**config.mk**
```make
export PLATFORM = sky130hd
export DESIGN_NAME = ahb_irq_ctrl
export DESIGN_NICKNAME = d
export VERILOG_FILES = /design/src/rtl/ahb_irq_ctrl.sv
export SDC_FILE = /design/constraint.sdc
export NUM_CORES = 1
export LEC_CHECK = 0
export CAP_MARGIN = 20
export CORE_ASPECT_RATIO = 0.5
export CORE_UTILIZATION = 53
export CTS_CLUSTER_SIZE = 14
export DETAILED_ROUTE_END_ITERATION = 12
export GPL_TIMING_DRIVEN = 0
export PLACE_DENSITY = 0.85
export SYNTH_ARGS = -nofsm -noshare
export SYNTH_HDL_FRONTEND = slang
export SYNTH_SLANG_ARGS = --single-unit
```
**constraint.sdc**
```tcl
create_clock -name HCLK -period 3.35 [get_ports HCLK]
set_input_delay 0.5025 -clock HCLK [delete_from_list [all_inputs] [get_ports HCLK]]
set_output_delay 0.5025 -clock HCLK [all_outputs]
set_load 0.01 [all_outputs]
```
**src/rtl/ahb_irq_ctrl.sv**
```systemverilog
// ahb_irq_ctrl: AHB-Lite interrupt controller for up to 32 peripheral sources.
//
// Each source is synchronised (SYNC_STAGES flops, 0 = bypass), XORed with its
// polarity bit and then fed to a per-source pending bit. In edge mode the bit
// latches rising edges and SWSET writes and is cleared by W1C writes. In level
// mode it simply follows the conditioned source. IRQ is the registered
// PENDING & ENABLE vector, and irq_any is the registered OR of that vector.
//
// Ports:
//   HCLK, HRESET            clock, synchronous active-high reset
//   HSEL, HADDR, HTRANS,    AHB-Lite slave address/control (only HADDR[5:2]
//   HWRITE, HSIZE, HREADY   decoded, HSIZE ignored)
//   HWDATA / HRDATA         write / read data (data phase)
//   HREADYOUT, HRESP        always ready / always OKAY
//   src_i                   raw asynchronous interrupt sources
//   IRQ, irq_any            registered interrupt vector and combined flag
//
// Register map (word offsets):
//   0x00 RAW (RO)  0x04 ENABLE (RW)  0x08 MODE (RW, 1 = edge)
//   0x0C POLARITY (RW, 1 = active-low)  0x10 PENDING (R/W1C)
//   0x14 SWSET (WO)  0x18 ACTIVE (RO)  0x1C ID (RO)  0x20-0x3C read 0

module ahb_irq_ctrl #(
    parameter int unsigned N_SRC       = 16,
    parameter int unsigned SYNC_STAGES = 2
) (
    input  logic             HCLK,
    input  logic             HRESET,
    input  logic             HSEL,
    input  logic [31:0]      HADDR,
    input  logic [1:0]       HTRANS,
    input  logic             HWRITE,
    input  logic [2:0]       HSIZE,
    input  logic [31:0]      HWDATA,
    input  logic             HREADY,
    output logic [31:0]      HRDATA,
    output logic             HREADYOUT,
    output logic             HRESP,
    input  logic [N_SRC-1:0] src_i,
    output logic [N_SRC-1:0] IRQ,
    output logic             irq_any
);

    localparam logic [3:0] AddrRaw    = 4'h0;
    localparam logic [3:0] AddrEnable = 4'h1;
    localparam logic [3:0] AddrMode   = 4'h2;
    localparam logic [3:0] AddrPol    = 4'h3;
    localparam logic [3:0] AddrPend   = 4'h4;
    localparam logic [3:0] AddrSwset  = 4'h5;
    localparam logic [3:0] AddrActive = 4'h6;
    localparam logic [3:0] AddrId     = 4'h7;

    // ------------------------------------------------------------------
    // Synchroniser
    // ------------------------------------------------------------------
    logic [N_SRC-1:0] sync;

    generate
        if (SYNC_STAGES == 0) begin : g_bypass
            assign sync = src_i;
        end else begin : g_sync
            logic [N_SRC-1:0] stage_q [SYNC_STAGES];

            always_ff @(posedge HCLK) begin
                if (HRESET) begin
                    for (int i = 0; i < int'(SYNC_STAGES); i++) begin
                        stage_q[i] <= '0;
                    end
                end else begin
                    stage_q[0] <= src_i;
                    for (int i = 1; i < int'(SYNC_STAGES); i++) begin
                        stage_q[i] <= stage_q[i-1];
                    end
                end
            end

            assign sync = stage_q[SYNC_STAGES-1];
        end
    endgenerate

    // ------------------------------------------------------------------
    // AHB address phase capture
    // ------------------------------------------------------------------
    logic [3:0] addr_q;
    logic       write_q;
    logic       valid_q;

    // A low HREADY belongs to another slave's data phase: hold what we have.
    always_ff @(posedge HCLK) begin
        if (HRESET) begin
            addr_q  <= '0;
            write_q <= 1'b0;
            valid_q <= 1'b0;
        end else if (HREADY) begin
            addr_q  <= HADDR[5:2];
            write_q <= HSEL & HTRANS[1] & HWRITE;
            valid_q <= HSEL & HTRANS[1];
        end
    end

    logic             wr_en;
    logic [N_SRC-1:0] wdata;

    assign wr_en = valid_q & write_q & HREADY;
    assign wdata = HWDATA[N_SRC-1:0];

    // ------------------------------------------------------------------
    // Configuration and pending state
    // ------------------------------------------------------------------
    logic [N_SRC-1:0] enable_q;
    logic [N_SRC-1:0] mode_q;
    logic [N_SRC-1:0] pol_q;
    logic [N_SRC-1:0] pend_q;
    logic [N_SRC-1:0] pend_d;
    logic [N_SRC-1:0] cond;
    logic [N_SRC-1:0] cond_prev_q;
    logic [N_SRC-1:0] active;
    logic [N_SRC-1:0] w1c;
    logic [N_SRC-1:0] swset;
    logic [N_SRC-1:0] irq_q;
    logic             irq_any_q;

    assign cond   = sync ^ pol_q;
    assign active = pend_q & enable_q;

    // Edge bits: the set term is ORed in after the clear, so set wins.
    // Level bits ignore W1C and SWSET and track the conditioned source.
    always_comb begin
        w1c    = '0;
        swset  = '0;
        if (wr_en && addr_q == AddrPend) begin
            w1c = wdata;
        end
        if (wr_en && addr_q == AddrSwset) begin
            swset = wdata;
        end
        pend_d = (mode_q & ((pend_q & ~w1c) | (cond & ~cond_prev_q) | swset))
               | (~mode_q & cond);
    end

    always_ff @(posedge HCLK) begin
        if (HRESET) begin
            enable_q    <= '0;
            mode_q      <= '0;
            pol_q       <= '0;
            pend_q      <= '0;
            cond_prev_q <= '0;
            irq_q       <= '0;
            irq_any_q   <= 1'b0;
        end else begin
            if (wr_en && addr_q == AddrEnable) begin
                enable_q <= wdata;
            end
            if (wr_en && addr_q == AddrMode) begin
                mode_q <= wdata;
            end
            if (wr_en && addr_q == AddrPol) begin
                pol_q <= wdata;
            end
            pend_q      <= pend_d;
            cond_prev_q <= cond;
            irq_q       <= active;
            irq_any_q   <= |active;
        end
    end

    assign IRQ     = irq_q;
    assign irq_any = irq_any_q;

    // ------------------------------------------------------------------
    // Read path
    // ------------------------------------------------------------------
    logic [31:0]      id_word;
    logic [31:0]      rd_word;
    logic [N_SRC-1:0] reg_val;

    // Scan from the top so the lowest active index is the last one kept.
    always_comb begin
        id_word = 32'h8000_0000;
        for (int i = int'(N_SRC) - 1; i >= 0; i--) begin
            if (active[i]) begin
                id_word = {26'd0, 6'(i)};
            end
        end
    end

    always_comb begin
        reg_val = '0;
        rd_word = '0;
        case (addr_q)
            AddrRaw:    reg_val = sync;
            AddrEnable: reg_val = enable_q;
            AddrMode:   reg_val = mode_q;
            AddrPol:    reg_val = pol_q;
            AddrPend:   reg_val = pend_q;
            AddrActive: reg_val = active;
            default:    reg_val = '0;
        endcase
        rd_word[N_SRC-1:0] = reg_val;
        if (addr_q == AddrId) begin
            rd_word = id_word;
        end
    end

    assign HRDATA    = (valid_q & ~write_q) ? rd_word : 32'd0;
    assign HREADYOUT = 1'b1;
    assign HRESP     = 1'b0;

    logic unused_bits;
    assign unused_bits = ^{HSIZE, HADDR[31:6], HADDR[1:0], HTRANS[0], HWDATA};

endmodule

```
# == Word-level counts from Yosys, hierarchy flattened ==
# Memory sizes are Yosys's and may differ from the RTL's.
# Index checks and enable logic that the tools add are counted.
# totals
ff_bits,103
ram_bits,32
inputBits,90
out_inout_bits,51
elab_cells,71
n_memories,1
# classes
n_eq_ne,7
muxes,26
bitwise,20
reduce_logical,7
# memory_table
memory,depth,word_bits,read_ports,rd_ports_with_merged_regs,write_ports,line,text
g_sync.stage_q,2,16,2,0,2,62,logic [N_SRC-1:0] stage_q [SYNC_STAGES];
# ops
cell,n
32-bit two-way mux,18
16-bit one-hot mux with 6 select lines,1
16-bit bitwise AND,5
16-bit two-way mux,4
16-bit NOT,3
16-bit bitwise OR,3
"4-bit by 3-bit == test with 1-bit output, second input constant",4
16-bit OR reduction,1
16-bit bitwise XOR,1
"4-bit by 2-bit == test with 1-bit output, second input constant",2
1-bit bitwise AND,5
1-bit logical AND,5
"4-bit by 1-bit == test with 1-bit output, second input constant",1
4-bit logical NOT,1
1-bit two-way mux,3
1-bit bitwise OR,2
1-bit NOT,1

# == Logic depth before layout (Yosys ltp) ==
# depth
depth_word,19
mapped_depth,8
mapped_depth_nobuf,5

# == Worst setup path before layout ==
# OpenSTA, ideal clock, no wires.
# synth_path
path_type,register to output
start,register addr_q[0]
end,output HRDATA[31]
t_arrival_ns,1.594
required_time_ns,2.847
slack_ns,1.253
path_stages_with_launch,8
path_cell_list,dfxtp_1 buf_4 buf_4 buf_2 nand4b_1 nor2_1 nand2_1 nor4_1
# synth_via
elab_chain_cells,3
# synth_lines
element,line,text
start: declaration,84,logic [3:0] addr_q;
start signal: assignment,95,addr_q <= HADDR[5:2];
4-bit by 3-bit == test with 1-bit output,200,if (addr_q == AddrId) begin
32-bit two-way mux,200,
32-bit two-way mux,205,assign HRDATA = (valid_q & ~write_q) ? rd_word : 32'd0;
end: declaration,36,"output logic [31:0] HRDATA,"
# Every way passes these cells.

# == Worst setup path in the final report ==
# Ends and elaborated chain as after synthesis.

==> metrics list <==
- After synthesis the netlist holds a flip-flop and latch count of 135.
- Setup TNS after final layout: 0 ns
* Port bufs: 73
- Area contributors post-synth: dfxtp_1 46%, mux2i_1 7.7%, nand2_1 7.2%
- At the later pin of the worst-skew pair, clock insertion delay measures 0.44 ns.
- Required @ worst endpoint: 2.85 ns
* Share of cells above drive strength 1: 0.121
- Switching Fraction: 0.243
- Global router's overall resource usage: 0.299
* Number of max-cap violations: 0
- Summing over every cut layer, the via total after detailed routing is 5,256.
- The share of total power dissipated in sequential elements is 0.426.
- Final Hold Fails: 0
- Entering global routing, the biggest net connects 17 pins.
* Worst Hold Slack: 0.405 ns
- The worst register-to-register path ends at enable_q[8].
- Final instance area: 7440 µm²
* Maximum achievable frequency: 301 MHz
- Clock buffers created by TritonCTS: 17
* Number of cells in the finished layout apart from fillers: 894
- Starting utilization of the core area: 0.557
- Via count of the first global-routing pass: 4,771
- The final count of pins violating max slew came to 0.
- Count of TritonRoute iterations in the first routing pass: 8
- For the finished layout, the period the worst path requires is 3.32 ns.
- Asr flop ratio synth: 0
- For this block, the routed nets add up to 16,700 µm of wire.
* Number of antenna violations at the first check in global routing: 1
- For this block, the initial DRC count from the detailed router was 688.
- The die is 76.1 µm tall.
- Data arrival, critical path: 2.82 ns
- The die covers 11,400 µm².
- Clock skew on the completed layout was measured at 0.00587 ns.
* Crit path launch type: register
- STA classifies the critical path endpoint as an output port.
- By startpoint and endpoint, the worst setup path is classified as reg2out.
* Routability cong.: 0.940
* Unique cell type count in the Yosys netlist: 48
- During synthesis, Yosys emitted a total of 0 warnings.
- Of the available clock period, the critical path in the final layout requires 0.991.
* Clock input transition at the sequential cells of the worst setup and hold paths: 0.06 ns
* Sum of net half-perimeters after detailed placement: 11,200 µm
* Remaining design rule violation count: 0
* Filler instances: 751
- For this design the top-level I/O count stands at 141.
* CP max FO: 10
- The die is 150 µm wide.
* Pin slew with the least headroom to its limit: 0.907 ns
- The total area inside the core boundary comes to 10,400 µm².
- The H-tree was split into 4 levels.
- Average vias per placed instance: 5.88
- The worst-case IR drop observed on VDD is 0.357 mV.
- Of the post-synthesis cell area, the dominant cell type holds 0.465.
* Synth Area per Inst: 9.23 µm²
- The share of total power dissipated in combinational logic is 0.068.
- Post-Syn Area: 5810 µm²
- Counting flops with a built-in enable in the synthesized netlist gives 0.
- Leakage power: 2.77 nW
- Commonest register cell after synthesis: dfxtp_1
- Measured against its own limit, the worst slew margin works out to 0.390.
* Status: finished clean
- Dominant cell type by area after synthesis: dfxtp_1
- Total number of placement rows: 26
* Final ANT Viol Nets: 0
- Standard cell area after detailed placement: 6780 µm²
- OpenSTA, run right after detailed placement, puts the worst setup slack at 0.324 ns.
* Setup slack of the critical path after layout: 0.0302 ns
- The worst hold path passes through 3 cells.
- In the layout the commonest cells are 135 x dfxtp_1, 111 x nand2_1, 87 x nor2_1, 72 x clkdlybuf4s50_1, 45 x mux2i_1.
- Clock tree from TritonCTS: yes
- Number of instances in the placed design: 858
- WL per Instance: 18.6 µm
- The net count of the finished layout is 830.
- Total global routing overflow: 0
* Beginning of the worst register-to-register path: addr_q[0]
- Reg-to-reg setup timing slack: 1.17 ns
* Net Switching: 0.000945 W
- The longest clock path from root to sink contains 2 buffers.
- Of the total power, the clock network draws 0.506.
- Type of the tightest min-delay check: in2reg
- From synthesis to final layout, the design area changed by 28.0%.
- Length in cells of the worst reg-to-reg path: 6
* Wire length of the first global-routing pass: 25,400 µm
- Cell count after synthesis: 630
- Worst-case hold path end point: valid_q
- The library cell used most frequently in the layout, excluding fill and tap cells, is dfxtp_1.
- Endpoints failing setup: 0
- P per Cell Area: 523 nW/µm²
- Clk Tree Root Cell: clkbuf_16
- Internal power summed over all cells: 0.00294 W
- Proportion of synthesized chip area in sequential cells: 0.465
- Min-Delay Startpoint: HREADY
- The clock net in this run drives a total of 135 sinks.
## kinds of logic after synthesis
group	Yosys count	share of synthesized area
AND/OR/NAND/NOR	287	0.243
multiplexers	53	0.108
flip-flops	135	0.465
XOR/XNOR	16	0.0241
AO/OA/AOI/OAI	82	0.102
other	2	0.00129
buffers and inverters	55	0.0560
## Yosys cell counts (13+ instances only)
| cell | number |
|---|---|
| nand4b_1 | 17 |
| nand2b_1 | 13 |
| dfxtp_1 | 135 |
| a32oi_1 | 25 |
| a21oi_1 | 23 |
| nand2_1 | 111 |
| nor2b_1 | 32 |
| clkbuf_1 | 15 |
| mux2i_1 | 45 |
| buf_4 | 23 |
| nor2_1 | 89 |
| xnor2_1 | 16 |
## metal layers
metal  GRT usage  routed length, µm  vias to the layer above
li1            -                  -                     2371
met1       0.393               6660                     2442
met2       0.437               7150                      376
met3       0.118               2260                       65
met4       0.113                504                        2
met5      0.0545                 77                        -
## final cells by class
class	instances	area (µm²)	area share
clock buffer	17	425	0.0572
timing repair buffer	76	756	0.102
clock inverter	15	191	0.0257
buffer	52	323	0.0434
antenna	1	2.50	0.000336
multi-input combinational	455	2860	0.384
tap	140	175	0.0235
sequential	135	2700	0.363
inverter	3	11.3	0.00151
## repair_timing
| item | in CTS | in global routing |
|---|---|---|
| setup endpoints to repair | 3 | 3 |
| resized for setup | 3 | 5 |
| hold buffers | 0 | 0 |
| buffers inserted | 0 | 3 |
## flip-flops by register name, summed over array words and instances, names as in the netlist
name            flops
mode_q             16
valid_q             1
cond_prev_q        16
irq_any             1
g_sync.stage_q     32
pend_q             16
addr_q              4
enable_q           16
IRQ                16
write_q             1
pol_q              16
## power by group through the flow
stage	clock, W	combinational (W)	sequential [W]
final	0.00197	0.000263	0.00166
after global routing	0.00205	0.000278	0.00166
after CTS	0.00196	0.000250	0.00166
after detailed placement	0	0.000249	0.00169
after global placement	0	0.000246	0.00169
after floorplan	0	0.000147	0.00168
## metrics by stage
stage	total power, W	utilization
final	0.00389	0.713
after global placement	0.00194	0.649
after CTS	0.00387	0.709
after floorplan	0.00183	-
after detailed placement	0.00194	0.649
after global routing	0.00399	0.713
## critical path, stage by stage, from the launching register on
cell and delay (ns):
dfxtp_1 0.31, buf_4 0.18, buf_6 0.20, buf_4 0.23, nand4b_1 0.23, nor2_2 0.21, nand2_1 0.14, nor4_1 0.27
clkdlybuf4s50_1 0.61
## how the worst max path moves through the flow
stage	cells after the start	end	from	slack (ns)
final	8	HRDATA[31]	addr_q[0]	0.03
after global routing	8	HRDATA[31]	addr_q[0]	-0.06
after CTS	8	HRDATA[31]	addr_q[0]	0.02
after detailed placement	8	HRDATA[3]	addr_q[0]	0.32
after global placement	8	HRDATA[3]	addr_q[0]	0.35
after floorplan	7	HRDATA[31]	addr_q[0]	1.25
(Power assumes the default switching activity.)
